<file path="src/rtl/request_latch_arbiter_8.sv">
// request_latch_arbiter_8
//
// Purpose:
//   Latches rising edges on eight request lines into a sticky pending
//   vector. A two-state FSM grants the pending requests one at a time, using
//   fixed priority (bit 7 highest). A grant ends when the consumer
//   acknowledges it, or when it expires after ACK_TIMEOUT cycles without an
//   acknowledge. At least one idle cycle always separates two grants.
//
// Parameters:
//   ACK_TIMEOUT  maximum number of cycles a grant is held without i_ack.
//                The legal range is 1..15.
//
// Optional feature:
//   REQ_MASK_EN  When this macro is defined, the input i_mask is added. A
//                pending bit whose mask bit is 1 still latches and still
//                shows on o_pending, but it is not eligible for a grant.
//
// Ports:
//   i_clk      clock; all state updates on the rising edge
//   i_rst      synchronous, active-high reset
//   i_req      [7:0] request lines; a 0->1 transition posts a request
//   i_ack      consumer acknowledge of the current grant
//   i_mask     [7:0] eligibility mask (REQ_MASK_EN builds only)
//   o_valid    the grant on o_code is valid
//   o_code     [2:0] index of the granted request
//   o_pending  [7:0] registered pending-request vector
//   o_timeout  high during the last cycle of a grant that expires unacked

module request_latch_arbiter_8 #(
  parameter int ACK_TIMEOUT = 15
) (
  input  logic       i_clk,
  input  logic       i_rst,
  input  logic [7:0] i_req,
  input  logic       i_ack,
`ifdef REQ_MASK_EN
  input  logic [7:0] i_mask,
`endif
  output logic       o_valid,
  output logic [2:0] o_code,
  output logic [7:0] o_pending,
  output logic       o_timeout
);

  localparam logic [3:0] LAST_WAIT = 4'(ACK_TIMEOUT - 1);

  typedef enum logic {
    IDLE  = 1'b0,
    GRANT = 1'b1
  } state_t;

  state_t     state_reg;
  logic [7:0] req_q_reg;
  logic [7:0] pending_reg;
  logic [7:0] pending_next;
  logic [7:0] rise;
  logic [7:0] clear_vec;
  logic [7:0] eligible;
  logic       arm_reg;
  logic [3:0] wait_reg;
  logic       valid_reg;
  logic [2:0] code_reg;
  logic [2:0] top_idx;
  logic       any_eligible;
  logic       grant_ack;
  logic       grant_expire;

  // req_q is cleared by reset. Because of that, the first cycle after reset
  // only primes req_q and does not detect edges. A line that is already high
  // when reset is released must fall and rise again before it posts.
  assign rise = arm_reg ? (i_req & ~req_q_reg) : 8'h00;

`ifdef REQ_MASK_EN
  assign eligible = pending_reg & ~i_mask;
`else
  assign eligible = pending_reg;
`endif

  assign grant_ack    = (state_reg == GRANT) && i_ack;
  assign grant_expire = (state_reg == GRANT) && !i_ack && (wait_reg == LAST_WAIT);

  // Update for each pending bit. A clear comes from an ack or an expiry of
  // the current grant. If a new edge arrives in the same cycle, the set wins.
  generate
    for (genvar gi = 0; gi < 8; gi++) begin : g_pending
      assign clear_vec[gi]    = (grant_ack || grant_expire) && (code_reg == 3'(gi));
      assign pending_next[gi] = (pending_reg[gi] & ~clear_vec[gi]) | rise[gi];
    end
  endgenerate

  // Fixed-priority encoder. The loop scans upward, so the highest set bit
  // is the one that remains in top_idx.
  always_comb begin
    top_idx      = 3'd0;
    any_eligible = 1'b0;
    for (int i = 0; i < 8; i++) begin
      if (eligible[i]) begin
        top_idx      = 3'(i);
        any_eligible = 1'b1;
      end
    end
  end

  always_ff @(posedge i_clk) begin
    if (i_rst) begin
      state_reg   <= IDLE;
      req_q_reg   <= 8'h00;
      pending_reg <= 8'h00;
      arm_reg     <= 1'b0;
      wait_reg    <= 4'd0;
      valid_reg   <= 1'b0;
      code_reg    <= 3'd0;
    end else begin
      req_q_reg   <= i_req;
      arm_reg     <= 1'b1;
      pending_reg <= pending_next;
      case (state_reg)
        IDLE: begin
          // i_ack is ignored here. Only the registered pending vector is
          // used, so a new edge needs one more cycle before it is granted.
          if (any_eligible) begin
            state_reg <= GRANT;
            valid_reg <= 1'b1;
            code_reg  <= top_idx;
            wait_reg  <= 4'd0;
          end
        end
        GRANT: begin
          // code_reg holds its value for the whole grant, even if a request
          // with higher priority or a mask change arrives meanwhile.
          if (grant_ack || grant_expire) begin
            state_reg <= IDLE;
            valid_reg <= 1'b0;
            code_reg  <= 3'd0;
            wait_reg  <= 4'd0;
          end else begin
            wait_reg <= wait_reg + 4'd1;
          end
        end
        default: begin
          state_reg <= IDLE;
          valid_reg <= 1'b0;
          code_reg  <= 3'd0;
        end
      endcase
    end
  end

  assign o_valid   = valid_reg;
  assign o_code    = code_reg;
  assign o_pending = pending_reg;
  // The expiry pulse is high during the last valid cycle of the grant. It
  // depends on i_ack in that cycle, because an ack that arrives in time
  // wins over the expiry. Reset masks it, so an abandoned grant never pulses.
  assign o_timeout = grant_expire & ~i_rst;

endmodule

</file>
<file path="config.mk">
export PLATFORM = sky130hd
export DESIGN_NAME = request_latch_arbiter_8
export DESIGN_NICKNAME = d
export VERILOG_FILES = /design/src/rtl/request_latch_arbiter_8.sv
export SDC_FILE = /design/constraint.sdc
export NUM_CORES = 1
export LEC_CHECK = 0
export CORE_ASPECT_RATIO = 1.25
export CORE_MARGIN = 1.5
export CORE_UTILIZATION = 52
export CTS_CLUSTER_DIAMETER = 150
export DETAILED_ROUTE_END_ITERATION = 10
export PLACE_DENSITY = 0.83
export SYNTH_ARGS = -nofsm -noshare
export SYNTH_HDL_FRONTEND = slang
export SYNTH_SLANG_ARGS = --single-unit
</file>
<file path="constraint.sdc">
create_clock -name i_clk -period 3.8 [get_ports i_clk]
set_input_delay 0.76 -clock i_clk [delete_from_list [all_inputs] [get_ports i_clk]]
set_output_delay 0.76 -clock i_clk [all_outputs]
set_load 0.01 [all_outputs]
</file>
=== After elaboration in Yosys (flattened, before gate mapping) ===
Index checks and enable logic that the tools add are counted.

* Bits of input ports: 11
* Flip-flop bits (word level): 26
* Logic and storage cells: 91
* Output and inout port bits: 13

* Equality and inequality tests: 10
* Multiplexer cells: 29
* Add/subtract/negate cells: 1
* Bitwise gates (word level): 29
* Reduce and logical (&&, ||, !) cells: 15

{| class="wikitable"
|+ Operator list
! cell !! number
|-
| 3-bit two-way mux || 7
|-
| 1-bit two-way mux || 14
|-
| 3-bit equality test (second input constant) || 4
|-
| 1-bit logical AND || 11
|-
| 1-bit NOT || 10
|-
| 1-bit AND || 9
|-
| 8-bit AND || 1
|-
| 4-bit two-way mux || 2
|-
| 8-bit two-way mux || 1
|-
| 8-bit NOT || 1
|-
| 1-bit OR || 8
|-
| 4-bit case mux with 2 select lines || 1
|-
| 3-bit by 2-bit equality test with 1-bit output (second input constant) || 2
|-
| 3-bit case mux with 2 select lines || 1
|-
| 4-bit by 1-bit adder with 4-bit output (second input constant) || 1
|-
| 4-bit equality test (second input constant) || 1
|-
| 1-bit case mux with 2 select lines || 2
|-
| 3-bit by 1-bit equality test with 1-bit output (second input constant) || 1
|-
| 3-bit logical NOT || 1
|-
| 2-bit two-way mux || 1
|-
| 2-bit by 1-bit inequality test with 1-bit output (second input constant) || 1
|-
| 2-bit inequality test (second input constant) || 1
|-
| 2-bit AND reduction || 1
|-
| 1-bit logical NOT || 1
|-
| 1-bit logical OR || 1
|}

=== Longest topological paths before layout ===
* Word-level depth: 10
* Mapped depth: 6
* Gate-level depth less buffers: 6

=== Least setup slack after synthesis ===
Ideal clock, no wire load.

* Path kind: input to output
* Start: in i_ack
* End: out o_timeout
* Arrival: 1155 ps
* Path buffers: 0
* Required time: 3040 ps
* Cell stages on the path: 2
* Path slack: 1885 ps
* Cell sequence: nor3b_4 -> and2_1

* Word-level cells in the longest chain between the ends: 4

{| class="wikitable"
|+ Ends and longest elaborated chain
! item !! RTL line !! text
|-
| from (decl) || 36 || <nowiki>input logic i_ack,</nowiki>
|-
| 1-bit logical NOT || 81 || <nowiki>assign grant_expire = (state_reg == GRANT) && !i_ack && (wait_reg == LAST_WAIT);</nowiki>
|-
| 1-bit logical AND (2 in series) || 81 ||
|-
| 1-bit AND || 156 || <nowiki>assign o_timeout = grant_expire & ~i_rst;</nowiki>
|-
| to (decl) || 43 || <nowiki>output logic o_timeout</nowiki>
|}

No other way between the ends.

=== Worst setup path in the final report ===
Same ends and word-level chain as after synthesis.

==> out/summary.log <==
[status] outcome finished, final reports clean
[clocking] hold buffer count at CTS 0
[sta] measured slew at the worst slew-check pin 0.367 ns
[pwr] reported leakage power 0.512 nW
[floorplan] Initial Util 55.4%
[flow_run] count of maximum capacitance violations 0
[sta] Hold Slack 0.469 ns
[sta] crit share post-route 77.6%
[floorplan] die height 54.4 µm
[clocking] clock sink count 26
[pwr] clock network power share 24.7%
[synth] biggest area consumer among synthesized cells dfxtp_1
[synth] Synthesis Warnings 0
[min_path] worst min-delay path startpoint o_valid
[detailed_routing] total number of vias 890
[critical_path] worst reg2reg path startpoint wait_reg[0]
[sta] total negative slack 0 ns
[critical_path] arrival time at the worst endpoint 2.19 ns
[synth] number of flops mapped to enable cells by yosys 0
[critical_path] maximum net fanout on the critical path 3
[clocking] number of buffers created by CTS 3
[clocking] Max clock buf depth 2
[synth] Syn Nets 127
[synth] list of most frequent post-synthesis cells 26 x dfxtp_1, 12 x a21oi_1, 9 x nor2b_1
[detailed_routing] post-detailed-route wirelength per cell 13.7 µm
[place] Port Buffers 23
[grt] number of global-route vias before repair 852
[pwr] Cell Int Power 0.408 mW
[pwr] net load switching power 0.151 mW
[detailed_routing] wirelength, routed 2160 µm
[critical_path] kind of start point of the critical path input port
[finish] final design instance area without fill 1380 µm²
[detailed_routing] first-pass iteration count of the detailed router 4
[sta] clk_skew 0.00196 ns
[detailed_routing] post-route ant nets 0
[place] Routability Congestion 0.790
[detailed_routing] detailed-route vias per instance 5.63
[clocking] clock slew at the register clock pins of the worst setup and hold paths 0.13 ns
[synth] Area contributors post-synth dfxtp_1 47%, a21oi_1 5.5%, nand3b_1 5.5%, nor2b_1 5.1%, nor4_4 3.9%
[floorplan] Core Region 1980 µm²
[sta] count of final hold-check violations 0
[grt] global-route usage over all layers 19.8%
[synth] area fraction of the dominant cell type after synthesis 47.4%
[sta] Pins Over Slew Limit 0
[synth] Post-synth ARST share 0%
[min_path] depth of the worst hold-timing path 2
[critical_path] Crit Path Class input port to output port
[min_path] hold-critical path endpoint o_valid
[synth] register bit total from synthesis 26
[floorplan] Chip Width 44.1 µm
[clocking] TritonCTS clock tree done
[clocking] # H-tree levels 1
[pwr] Reg power frac 57.0%
[pwr] largest vdd supply drop 276 µV
[finish] layout-stage area growth over the synthesis result 25.9%
[synth] Cell variety after synth 30
[sta] Final min period 2.95 ns
[clocking] clock root buffer clkbuf_4
[floorplan] number of placed I/O pins 24
[synth] mean area per synthesized cell 9.63 µm²
[grt] largest net degree at the start of global routing 23
[finish] number of antenna repair diodes 0
[critical_path] CP Capture Type output port
[min_path] Hold Path Class flip-flop to flip-flop
[place] half-perimeter wire length after detailed placement 1640 µm
[detailed_routing] violation count after the first detailed-route iteration 18
[sta] RSZ-0062 raised after global routing false
[grt] number of antenna violations at the first check in global routing 0
[grt] global-route wire length before repair 3530 µm
[clocking] total setup buffers inserted after CTS 0
[critical_path] RR Endpoint o_pending[2]
[synth] Most used DFF post-synth dfxtp_1
[finish] layout cell share with drive strength beyond 1 8.70%
[clocking] clk_lat worst skew 0.32 ns
[critical_path] cells on worst reg2reg path 6
[pwr] combinational share of power 18.4%
[place] total cell area at the placement stage 1350 µm²
[pwr] Final Power 0.559 mW
[critical_path] setup slack of the worst register-to-register path 2.24 ns
[detailed_routing] total DRC errors in the routed layout 0
[synth] mapped cell area 1100 µm²
[floorplan] Cell Rows 18
[sta] final setup violation count 0
[synth] cells after synthesis 114
[synth] most frequent cell after synthesis dfxtp_1
[critical_path] Required @ worst endpoint 3.04 ns
[pwr] Switching Share 27.0%
[pwr] power density over cell area 405 nW/µm²
[sta] achievable clock frequency 339 MHz
[synth] fraction of the yosys area taken by sequential cells 47.4%
[grt] total grt overflow 0
[finish] count of nets after finishing 152
[clocking] Resized Gates After CTS 0
[sta] slew margin rel. 75.5%
[floorplan] Die Footprint 2400 µm²
power by group through the flow:
stage               logic, mW  registers [mW]  clock network, mW
floorplan              0.0569           0.321                  0
global placement        0.100           0.323                  0
detailed placement      0.104           0.324                  0
CTS                     0.104           0.318              0.139
global route            0.114           0.321              0.151
finish                  0.103           0.319              0.138
cell usage in the layout, fill, tap and decap left out, types with 2 or more instances in the layout:
cell type and count:
o2bb2ai_1 2, nand3b_1 8, ha_1 2, clkdlybuf4s50_1 23
nand3_1 8, nor4_4 2, nand2_1 5, a21oi_1 12
o41ai_1 4, nor2b_1 9, o31ai_1 2, nor2_1 4
inv_1 7, o21ai_0 5, dfxtp_1 26, clkbuf_4 3
through the flow:
step	cells	utilization (%)	setup WS, ns
6_report	158	69.7	0.853
5_1_grt	158	69.7	0.799
4_1_cts	158	69.7	0.842
3_5_place_dp	154	67.9	0.841
3_3_place_gp	154	67.9	0.876
2_1_floorplan	114	-	1.89
worst max-delay path, stage by stage:
cell             delay (ns)
clkdlybuf4s50_1        0.49
nor3b_4                0.26
and2_1                 0.15
clkdlybuf4s50_1        0.52
how the worst max path moves through the flow:
stage	slack, ns	end	startpoint
floorplan	1.89	o_timeout	i_ack
global placement	0.88	o_timeout	i_ack
detailed placement	0.84	o_timeout	i_ack
CTS	0.84	o_timeout	i_ack
global route	0.80	o_timeout	i_ack
finish	0.85	o_timeout	i_ack
layout make-up:
cell class	instances	area, µm²
clock buffer	4	36.3
fill	171	601
inverter	7	26.3
multi-input combinational	77	536
sequential	26	520
tap	20	25.0
timing repair buffer	24	238
kinds of logic (layout without fill, tap and decap cells):
logic type / after synthesis / in the layout / share of synthesized area, %
xor gates and xnor gates: 1 / 1 / 0.798
adders and majority gates: 2 / 2 / 2.28
DFF: 26 / 26 / 47.4
and+or+nand+nor: 42 / 42 / 26.7
AOI/OAI and AO/OA: 32 / 32 / 19.0
buffers and inverters: 11 / 35 / 3.76
per-layer routing:
layer | GRT usage (%) | part of all wire, %
met2 | 36.8 | 52
met1 | 21.9 | 44
met5 | 0 | 0
met4 | 10.1 | 1.2
met3 | 2.31 | 2.7
No activity file was read; power rests on OpenSTA's default activity.
